$ cat src/rtl/spm_boot_pkg.sv
`default_nettype none
// ============================================================================
// Package : spm_boot_pkg
// Purpose : Shared constants and state encoding for the RISC_SPM boot loader.
//           Defines the default SRAM data/address widths, the default frame
//           start marker and the loader FSM state type.
// Ports   : none (package)
// Revision: 1.0 - initial release
// ============================================================================
package spm_boot_pkg;

  localparam int         c_word_size = 8;      // SRAM data width / rx byte width
  localparam int         c_addr_size = 8;      // SRAM address width
  localparam logic [7:0] c_sync_byte = 8'hA5;  // default frame start marker

  typedef enum logic [3:0] {
    ST_IDLE  = 4'd0,
    ST_CLEAR = 4'd1,
    ST_SYNC  = 4'd2,
    ST_ADDR  = 4'd3,
    ST_LEN   = 4'd4,
    ST_DATA  = 4'd5,
    ST_CSUM  = 4'd6,
    ST_DONE  = 4'd7,
    ST_ERR   = 4'd8
  } boot_state_e;

endpackage : spm_boot_pkg
`default_nettype wire

$ cat src/rtl/spm_boot_loader.sv
`default_nettype none
// ============================================================================
// Module  : spm_boot_loader
// Purpose : Upstream program loader for the RISC_SPM core. Accepts a framed
//           byte stream (SYNC, ADDR, LEN, LEN data bytes, CSUM), optionally
//           zero-fills the SRAM first, writes the image through the SRAM
//           write port and releases the core (cpu_hold=0) only after a frame
//           whose mod-2^word_size sum of ADDR+LEN+data+CSUM is zero.
//           At system level cpu_hold selects this port (1) or the core (0)
//           onto the SRAM write port.
// Ports   : clk, rst (sync, active-high), start (1-cycle boot request)
//           rx_data/rx_valid/rx_ready  : byte stream, transfer on valid&ready
//           mem_addr/mem_wdata/mem_we  : SRAM write port
//           cpu_hold                   : 1 holds the core in reset
//           busy/done/err              : status levels
//           words_loaded               : data bytes written in current frame
// Revision: 1.0 - initial release
// ============================================================================
module spm_boot_loader
  import spm_boot_pkg::*;
#(
  parameter int                   word_size     = c_word_size,
  parameter int                   addr_size     = c_addr_size,
  parameter logic [word_size-1:0] SYNC_BYTE     = word_size'(c_sync_byte),
  parameter bit                   CLEAR_ON_BOOT = 1'b1
) (
  input  logic                 clk,
  input  logic                 rst,
  input  logic                 start,
  input  logic [word_size-1:0] rx_data,
  input  logic                 rx_valid,
  output logic                 rx_ready,
  output logic [addr_size-1:0] mem_addr,
  output logic [word_size-1:0] mem_wdata,
  output logic                 mem_we,
  output logic                 cpu_hold,
  output logic                 busy,
  output logic                 done,
  output logic                 err,
  output logic [addr_size:0]   words_loaded
);

  localparam logic [addr_size-1:0] c_clr_last = '1;
  localparam logic [addr_size:0]   c_wl_max   = {1'b1, {addr_size{1'b0}}};
  localparam logic [word_size-1:0] c_len_one  = word_size'(1);

  boot_state_e          state, state_nxt;
  logic [addr_size-1:0] clr_cnt;
  logic [addr_size-1:0] ptr;
  logic [word_size-1:0] len_cnt;
  logic [word_size-1:0] sum;
  logic                 wr_we;
  logic [addr_size-1:0] wr_addr;
  logic [word_size-1:0] wr_data;

  logic                 accept;
  logic [word_size-1:0] sum_nxt;

  assign accept  = rx_valid & rx_ready;
  assign sum_nxt = sum + rx_data;

  // --------------------------------------------------------------------------
  // Next-state and outputs
  // --------------------------------------------------------------------------
  always_comb begin
    state_nxt = state;
    rx_ready  = 1'b0;
    busy      = 1'b0;
    done      = 1'b0;
    err       = 1'b0;
    cpu_hold  = 1'b1;
    // The clear sweep drives the port directly; data writes come from the
    // registered one-cycle-late copy of the accepted byte.
    mem_we    = wr_we;
    mem_addr  = wr_addr;
    mem_wdata = wr_data;

    case (state)
      ST_IDLE, ST_DONE, ST_ERR: begin
        done     = (state == ST_DONE);
        err      = (state == ST_ERR);
        cpu_hold = (state != ST_DONE);
        if (start) state_nxt = CLEAR_ON_BOOT ? ST_CLEAR : ST_SYNC;
      end
      ST_CLEAR: begin
        busy      = 1'b1;
        mem_we    = 1'b1;
        mem_addr  = clr_cnt;
        mem_wdata = '0;
        if (clr_cnt == c_clr_last) state_nxt = ST_SYNC;
      end
      ST_SYNC: begin
        rx_ready = 1'b1;
        busy     = 1'b1;
        if (accept && (rx_data == SYNC_BYTE)) state_nxt = ST_ADDR;
      end
      ST_ADDR: begin
        rx_ready = 1'b1;
        busy     = 1'b1;
        if (accept) state_nxt = ST_LEN;
      end
      ST_LEN: begin
        rx_ready = 1'b1;
        busy     = 1'b1;
        if (accept) state_nxt = (rx_data == '0) ? ST_CSUM : ST_DATA;
      end
      ST_DATA: begin
        rx_ready = 1'b1;
        busy     = 1'b1;
        if (accept && (len_cnt == c_len_one)) state_nxt = ST_CSUM;
      end
      ST_CSUM: begin
        rx_ready = 1'b1;
        busy     = 1'b1;
        if (accept) state_nxt = (sum_nxt == '0) ? ST_DONE : ST_ERR;
      end
      default: state_nxt = ST_IDLE;
    endcase
  end

  // --------------------------------------------------------------------------
  // State register and datapath
  // --------------------------------------------------------------------------
  always_ff @(posedge clk) begin
    if (rst) begin
      state        <= ST_IDLE;
      clr_cnt      <= '0;
      ptr          <= '0;
      len_cnt      <= '0;
      sum          <= '0;
      wr_we        <= 1'b0;
      wr_addr      <= '0;
      wr_data      <= '0;
      words_loaded <= '0;
    end else begin
      state <= state_nxt;
      wr_we <= 1'b0;

      case (state)
        ST_IDLE, ST_DONE, ST_ERR: begin
          if (start) begin
            words_loaded <= '0;
            clr_cnt      <= '0;
          end
        end
        ST_CLEAR: clr_cnt <= clr_cnt + 1'b1;
        ST_ADDR: begin
          if (accept) begin
            ptr <= addr_size'(rx_data);
            sum <= rx_data;
          end
        end
        ST_LEN: begin
          if (accept) begin
            len_cnt <= rx_data;
            sum     <= sum_nxt;
          end
        end
        ST_DATA: begin
          if (accept) begin
            wr_we   <= 1'b1;
            wr_addr <= ptr;
            wr_data <= rx_data;
            ptr     <= ptr + 1'b1;
            sum     <= sum_nxt;
            len_cnt <= len_cnt - 1'b1;
            if (words_loaded != c_wl_max) words_loaded <= words_loaded + 1'b1;
          end
        end
        default: ;
      endcase
    end
  end

endmodule : spm_boot_loader
`default_nettype wire

$ cat config.mk
export PLATFORM = sky130hd
export DESIGN_NAME = spm_boot_loader
export DESIGN_NICKNAME = d
export VERILOG_FILES = /design/src/rtl/spm_boot_pkg.sv /design/src/rtl/spm_boot_loader.sv
export SDC_FILE = /design/constraint.sdc
export NUM_CORES = 1
export LEC_CHECK = 0
export ABC_AREA = 1
export BUFFER_PORTS_ARGS = -buffer_cell sky130_fd_sc_hd__buf_4
export CORE_UTILIZATION = 27
export CTS_CLUSTER_DIAMETER = 150
export DETAILED_ROUTE_END_ITERATION = 8
export GPL_ROUTABILITY_DRIVEN = 0
export HOLD_SLACK_MARGIN = 0.02
export PLACE_DENSITY_LB_ADDON = 0.3
export SETUP_SLACK_MARGIN = 0.3
export SLEW_MARGIN = 20
export SYNTH_ARGS = -nofsm -noshare
export SYNTH_HDL_FRONTEND = slang
export SYNTH_SLANG_ARGS = --single-unit
$ cat constraint.sdc
create_clock -name clk -period 2.6 [get_ports clk]
set_input_delay 0.65 -clock clk [delete_from_list [all_inputs] [get_ports clk]]
set_output_delay 0.65 -clock clk [all_outputs]
set_load 0.005 [all_outputs]
==> results of run 1 <==
logic make-up after synthesis:
family	share of synthesized area, %
buffers and inverters	10.6
and+or+nand+nor	27.5
adders and majority gates	5.06
DFF	34.4
xor gates and xnor gates	3.40
AOI/OAI and AO/OA	19.0
cell type report:
cell class                      instances  share of cell area (%)
Clock inverter                          5                    1.18
Clock buffer                            9                    5.05
Sequential cell                        62                    27.9
Inverter                               81                    6.91
Timing Repair Buffer                   52                    9.13
Tap cell                              172                    4.83
Multi-Input combinational cell        389                    45.0
how the worst max path moves through the flow:
stage,from,to,slack (ps),depth (start not counted)
2_1_floorplan,rx_data[0],state[0],340,10
3_3_place_gp,rx_data[0],state[2],60,11
3_5_place_dp,rx_data[0],state[0],30,11
4_1_cts,state[0],mem_addr[5],320,6
5_1_grt,state[1],rx_ready,290,5
6_report,state[0],mem_addr[6],410,6
routing by layer:
| layer | wire length (um) | part of all wire (%) | track usage [%] |
|---|---|---|---|
| met5 | 0 | 0 | 0 |
| met4 | 204 | 2.1 | 6.09 |
| met3 | 361 | 3.7 | 3.59 |
| met2 | 4510 | 47 | 23.6 |
| met1 | 4600 | 48 | 18.8 |
critical path, cell delays in order (launching register included):
cell and delay [ps]:
dfxtp_2 360, inv_1 100, nor2_4 110, nand2_1 120, buf_6 190, o21ai_0 200, buf_4 150
placed cells by master (no fill, tap or decap), types with 3 or more instances in the layout:
cell type	synthesis	layout
dfxtp_1	62	60
nor3_1	10	9
nand4_1	9	9
o21ai_1	3	4
clkbuf_16	0	9
o211ai_1	5	5
inv_1	72	72
nand3_1	21	20
buf_4	1	50
inv_2	7	6
a21oi_1	54	54
nand2_1	113	113
nor2_2	3	4
nor2_1	64	62
xnor2_1	4	4
a221oi_1	3	3
a31oi_1	8	8
o21ai_0	53	52
nand2_2	3	3
ha_1	13	13
clkinv_2	1	4
xor2_1	10	10
power groups by stage:
stage	Clock, W	Combinational, W	Sequential (W)
CTS	0.00117	0.000729	0.00105
floorplan	0	0.000502	0.00105
global route	0.00122	0.000839	0.00106
detailed placement	0	0.000726	0.00107
finish	0.00114	0.000739	0.00105
global placement	0	0.000715	0.00106
timing repair:
action	CTS	global route
endpoints found under the hold margin	0	0
gates resized for setup	1	10
endpoints found under the setup margin	1	19
pin swaps	0	1
buffers inserted	0	2
metrics by stage:
step / instance area, um^2 / std cells / hold slack [ps] / total power [W] / setup WS, ps
after floorplan: 3610 / 549 / 430 / 0.00156 / 336
after global placement: 4130 / 754 / 441 / 0.00178 / 60.8
after detailed placement: 4130 / 754 / 448 / 0.00179 / 33.4
after CTS: 4410 / 768 / 456 / 0.00295 / 320
after global routing: 4460 / 770 / 480 / 0.00313 / 291
final: 4460 / 770 / 453 / 0.00294 / 406
sequential cells by signal, summed over array words and instances, names as in the netlist:
signal / flops
wr_we: 1
ptr: 8
wr_data: 8
clr_cnt: 8
len_cnt: 8
wr_addr: 8
sum: 8
words_loaded: 9
state: 4
==> impl_metrics.tcl, run 1 <==
set metrics [dict create \
    cts_tree "yes" \
    synth_top_area_share_pct 34.4 \
    synth.largest_area_cell "dfxtp_1" \
    worstHoldStart "wr_data[6]" \
    clkTransAtPathRegs_ps 50 \
    worstHoldPathType "reg -> reg" \
    drt_iter0_drc 287 \
    cts_num_sinks 62 \
    htree_levels 3 \
    multiInputGateArea_um2 2000 \
    powerDensity_nw_per_um2 659 \
    vias 3597 \
    drt-pass1-iter-count 5 \
    ctsHoldBuffers 0 \
    start_util_pct 28.1 \
    synthDistinctLibCells 35 \
    p_seq_share_pct 35.9 \
    fp.dieW_um 118 \
    finalSetupTns_ps 0 \
    synth_seq_cells 62 \
    syn_area_um2 3610 \
    swShare_pct 32.0 \
    outcome "complete, no violations" \
    r2r_cells 10 \
    grt_overflow 0 \
    worst_setup_path_start_kind "flip-flop" \
    hold_depth 2 \
    worstReg2RegStart "sum[0]" \
    cts_root_buf "clkbuf_16" \
    drc 0 \
    grtUsageTotal_pct 14.7 \
    syn_nets 575 \
    finish.utilization_pct 34.7 \
    p_clk_share_pct 39.0 \
    rsz0062_at_grt "yes" \
    core_area_um2 12800 \
    required_ps 1950 \
    wl_per_cell_um 12.6 \
    routed_wl_mm 9.68 \
    die_y_um 118 \
    slew_headroom_pct 69.5 \
    clock_latency_ps 330 \
    path_class "reg -> out" \
    worstMarginPinSlew_ps 453 \
    fmax_ghz 0.456 \
    switchingPower_w 0.000941 \
    drive_above_1_share_pct 15.2 \
    ys_top_cells_by_area "dfxtp_1, nand2_1, a21oi_1" \
    grt_pass1_vias 3373 \
    dieArea_um2 13800 \
    cts.path.max_buffers 2 \
    ir_drop_v 0.000336 \
    layout.nets 621 \
    yosysWarnings 0 \
    io_buffers 42 \
    layout_min_cycle_time_ps 2190 \
    syn_area_per_cell_um2 6.58 \
    cts_made_buffers 9 \
    combPwrFrac_pct 25.2 \
    timing.rr.end "state[2]" \
    syn_inst 549 \
    yosysMostFrequentCell "nand2_1" \
    cp.arrival_ps 1540 \
    maxSlewViolCount 0 \
    final-hold-violation-count 0 \
    synth_edf_count 0 \
    grt_max_degree 25 \
    finalCritPeriodShare_pct 84.4 \
    synth_flop_cell "dfxtp_1" \
    setup_violations 0 \
    insertedDiodeCount 0 \
    num-fill-cells 1386 \
    antenna_found_initial 0 \
    async_reset_ff_share_pct 0 \
    min_to "wr_data[6]" \
    ys_seq_area_share_pct 34.4 \
    p_int_w 0.00199 \
    regToRegSetupSlack_ps 550 \
    grt_pass1_wl_mm 16.3 \
    drv_cap 0 \
    final-seq-area_um2 1240 \
    end_kind "output pin" \
    antenna_left 0 \
    ios 43 \
    cp_max_fo 19 \
    vias_per_cell 4.67 \
    dp_hpwl_mm 7.21 \
    num_rows 41 \
    syn2layout_area_growth_pct 23.4 \
    finalClockSkew_ps 4.24 \
    power_leakage_nw 1.97 \
    synth_common_cells "nand2_1, inv_1, nor2_1, dfxtp_1, a21oi_1" \
]
Power figures use the tool's default switching activity.
==> run 2, diff against run 1 <==
==> constraint.sdc (replaced) <==
create_clock -name clk -period 2.2 [get_ports clk]
set_input_delay 0.55 -clock clk [delete_from_list [all_inputs] [get_ports clk]]
set_output_delay 0.55 -clock clk [all_outputs]
set_load 0.005 [all_outputs]
==> impl_metrics.tcl, run 2 (synthesis gave the netlist of run 1 again) <==
set metrics [dict create \
    outcome "complete, no violations" \
    critPathTopFamily "flip-flops" \
    grt_max_degree 23 \
    drt-pass1-iter-count 4 \
    die_y_um 118 \
    ir_drop_v 0.000414 \
    drive_above_1_share_pct 24.5 \
    grt_pass1_vias 3562 \
    ios 43 \
    worst_setup_path_start_kind "flip-flop" \
    maxSlewViolCount 0 \
    antenna_left 0 \
    layout.nets 645 \
    regToRegSetupSlack_ps 280 \
    insertedDiodeCount 0 \
    htree_levels 3 \
    cts.path.max_buffers 2 \
    finalClockSkew_ps 6.24 \
    setup_violations 0 \
    path_buf_inv 2 \
    timing.rr.end "state[0]" \
    hold_ws_ps 455 \
    powerDensity_nw_per_um2 809 \
    drt_iter0_drc 231 \
    end_kind "output pin" \
    fp.dieW_um 118 \
    num_rows 41 \
    syn2layout_area_growth_pct 35.2 \
    slowest_stage "dfxtp_4" \
    cp_max_fo 9 \
    finalSetupTns_ps 0 \
    path_class "reg -> out" \
    power_leakage_nw 2.13 \
    required_ps 1650 \
    start_util_pct 28.1 \
    grtUsageTotal_pct 15.0 \
    clkTransAtPathRegs_ps 50 \
    r2r_cells 10 \
    antenna_found_initial 0 \
    finish.utilization_pct 38.1 \
    largest_reg_flops 9 \
    drv_cap 0 \
    io_buffers 42 \
    vias 3731 \
    worstMarginPinSlew_ps 431 \
    dp_hpwl_mm 7.36 \
    crit_chain "nor2_4 -> nand2_4 -> buf_12 -> nor2_2 -> a21oi_1 -> buf_4" \
    grt_pass1_wl_mm 16.9 \
    layout_min_cycle_time_ps 1980 \
    dieArea_um2 13800 \
    worstHoldStart "wr_data[0]" \
    cts_tree "yes" \
    rsz0062_at_grt "yes" \
    cp_slowest_stage_delay_ps 370 \
    core_area_um2 12800 \
    clock_latency_ps 330 \
    fmax_ghz 0.506 \
    finalCritPeriodShare_pct 89.9 \
    grt_overflow 0 \
    final_common_cell "nand2_1" \
    drc 0 \
    cts_num_sinks 62 \
    worstReg2RegStart "sum[0]" \
    cts_root_buf "clkbuf_16" \
    wl_per_cell_um 13.1 \
    final-hold-violation-count 0 \
    largest_register "words_loaded" \
    cp.arrival_ps 1430 \
    worstHoldPathType "reg -> reg" \
    cts_made_buffers 9 \
    vias_per_cell 4.69 \
    min_to "wr_data[0]" \
    final_cell_mix "nand2_1, buf_4, inv_1, dfxtp_1, nor2_1" \
    hold_depth 2 \
    routed_wl_mm 10.4 \
    slew_headroom_pct 71.0 \
]
## run 2: final cells by class
class                      count  area, um^2
multi-input combinational    389        2180
inverter                      81         323
clock inverter                 6        61.3
fill                        1331        7940
tap                          172         215
sequential                    62        1250
clock buffer                  10         229
timing repair buffer          76         618
## run 2: report_power, final
part | total (W) | switching [W] | leakage, nW | internal [W]
Sequential | 0.00126 | 0.0000709 | 0.503 | 0.00119
Combinational | 0.00130 | 0.000733 | 1.49 | 0.000565
Clock | 0.00139 | 0.000519 | 0.143 | 0.000874
Total | 0.00395 | 0.00132 | 2.13 | 0.00263
## run 2: worst reg2reg max path, delay by kind of cell, from the launching register on
kind                     cells  cell delay, ps
flip-flops                   1             330
AO/OA/AOI/OAI                1             130
AND/OR/NAND/NOR              7             780
adder cells (fa/ha/maj)      2             620
## run 2: how the worst max path moves through the flow
stage,from,to,slack [ps],cells after the start
finish,state[3],mem_addr[0],220,6
global route,state[0],mem_addr[0],140,7
CTS,state[0],mem_we,200,6
detailed placement,rx_data[0],state[1],-160,11
global placement,rx_data[0],state[2],-120,11
floorplan,rx_data[0],state[0],140,10
## run 2: metal layers
layer / track usage, % / vias to the layer above / routed length [um] / share of wire, %
met1: 18.8 / 1711 / 4920 / 47
li1: - / 1931 / - / -
met5: 0 / - / 0 / 0
met2: 24.7 / 72 / 4990 / 48
met4: 6.25 / 0 / 186 / 1.8
met3: 3.10 / 17 / 342 / 3.3
## run 2: repair_timing
action,in CTS,in global routing
setup endpoints to repair,24,57
gates cloned,1,0
pin swaps,5,15
hold buffers,0,0
resized for setup,44,34
setup buffers,8,10
## run 2: through the flow
| stage | cells | cell area [um^2] | total power [W] | setup slack, ps |
|---|---|---|---|---|
| final | 796 | 4880 | 0.00395 | 222 |
| after global routing | 796 | 4880 | 0.00418 | 139 |
| after CTS | 786 | 4690 | 0.00379 | 205 |
| after detailed placement | 761 | 4190 | 0.00213 | -161 |
| after global placement | 761 | 4190 | 0.00211 | -121 |
| after floorplan | 549 | 3620 | 0.00184 | 142 |
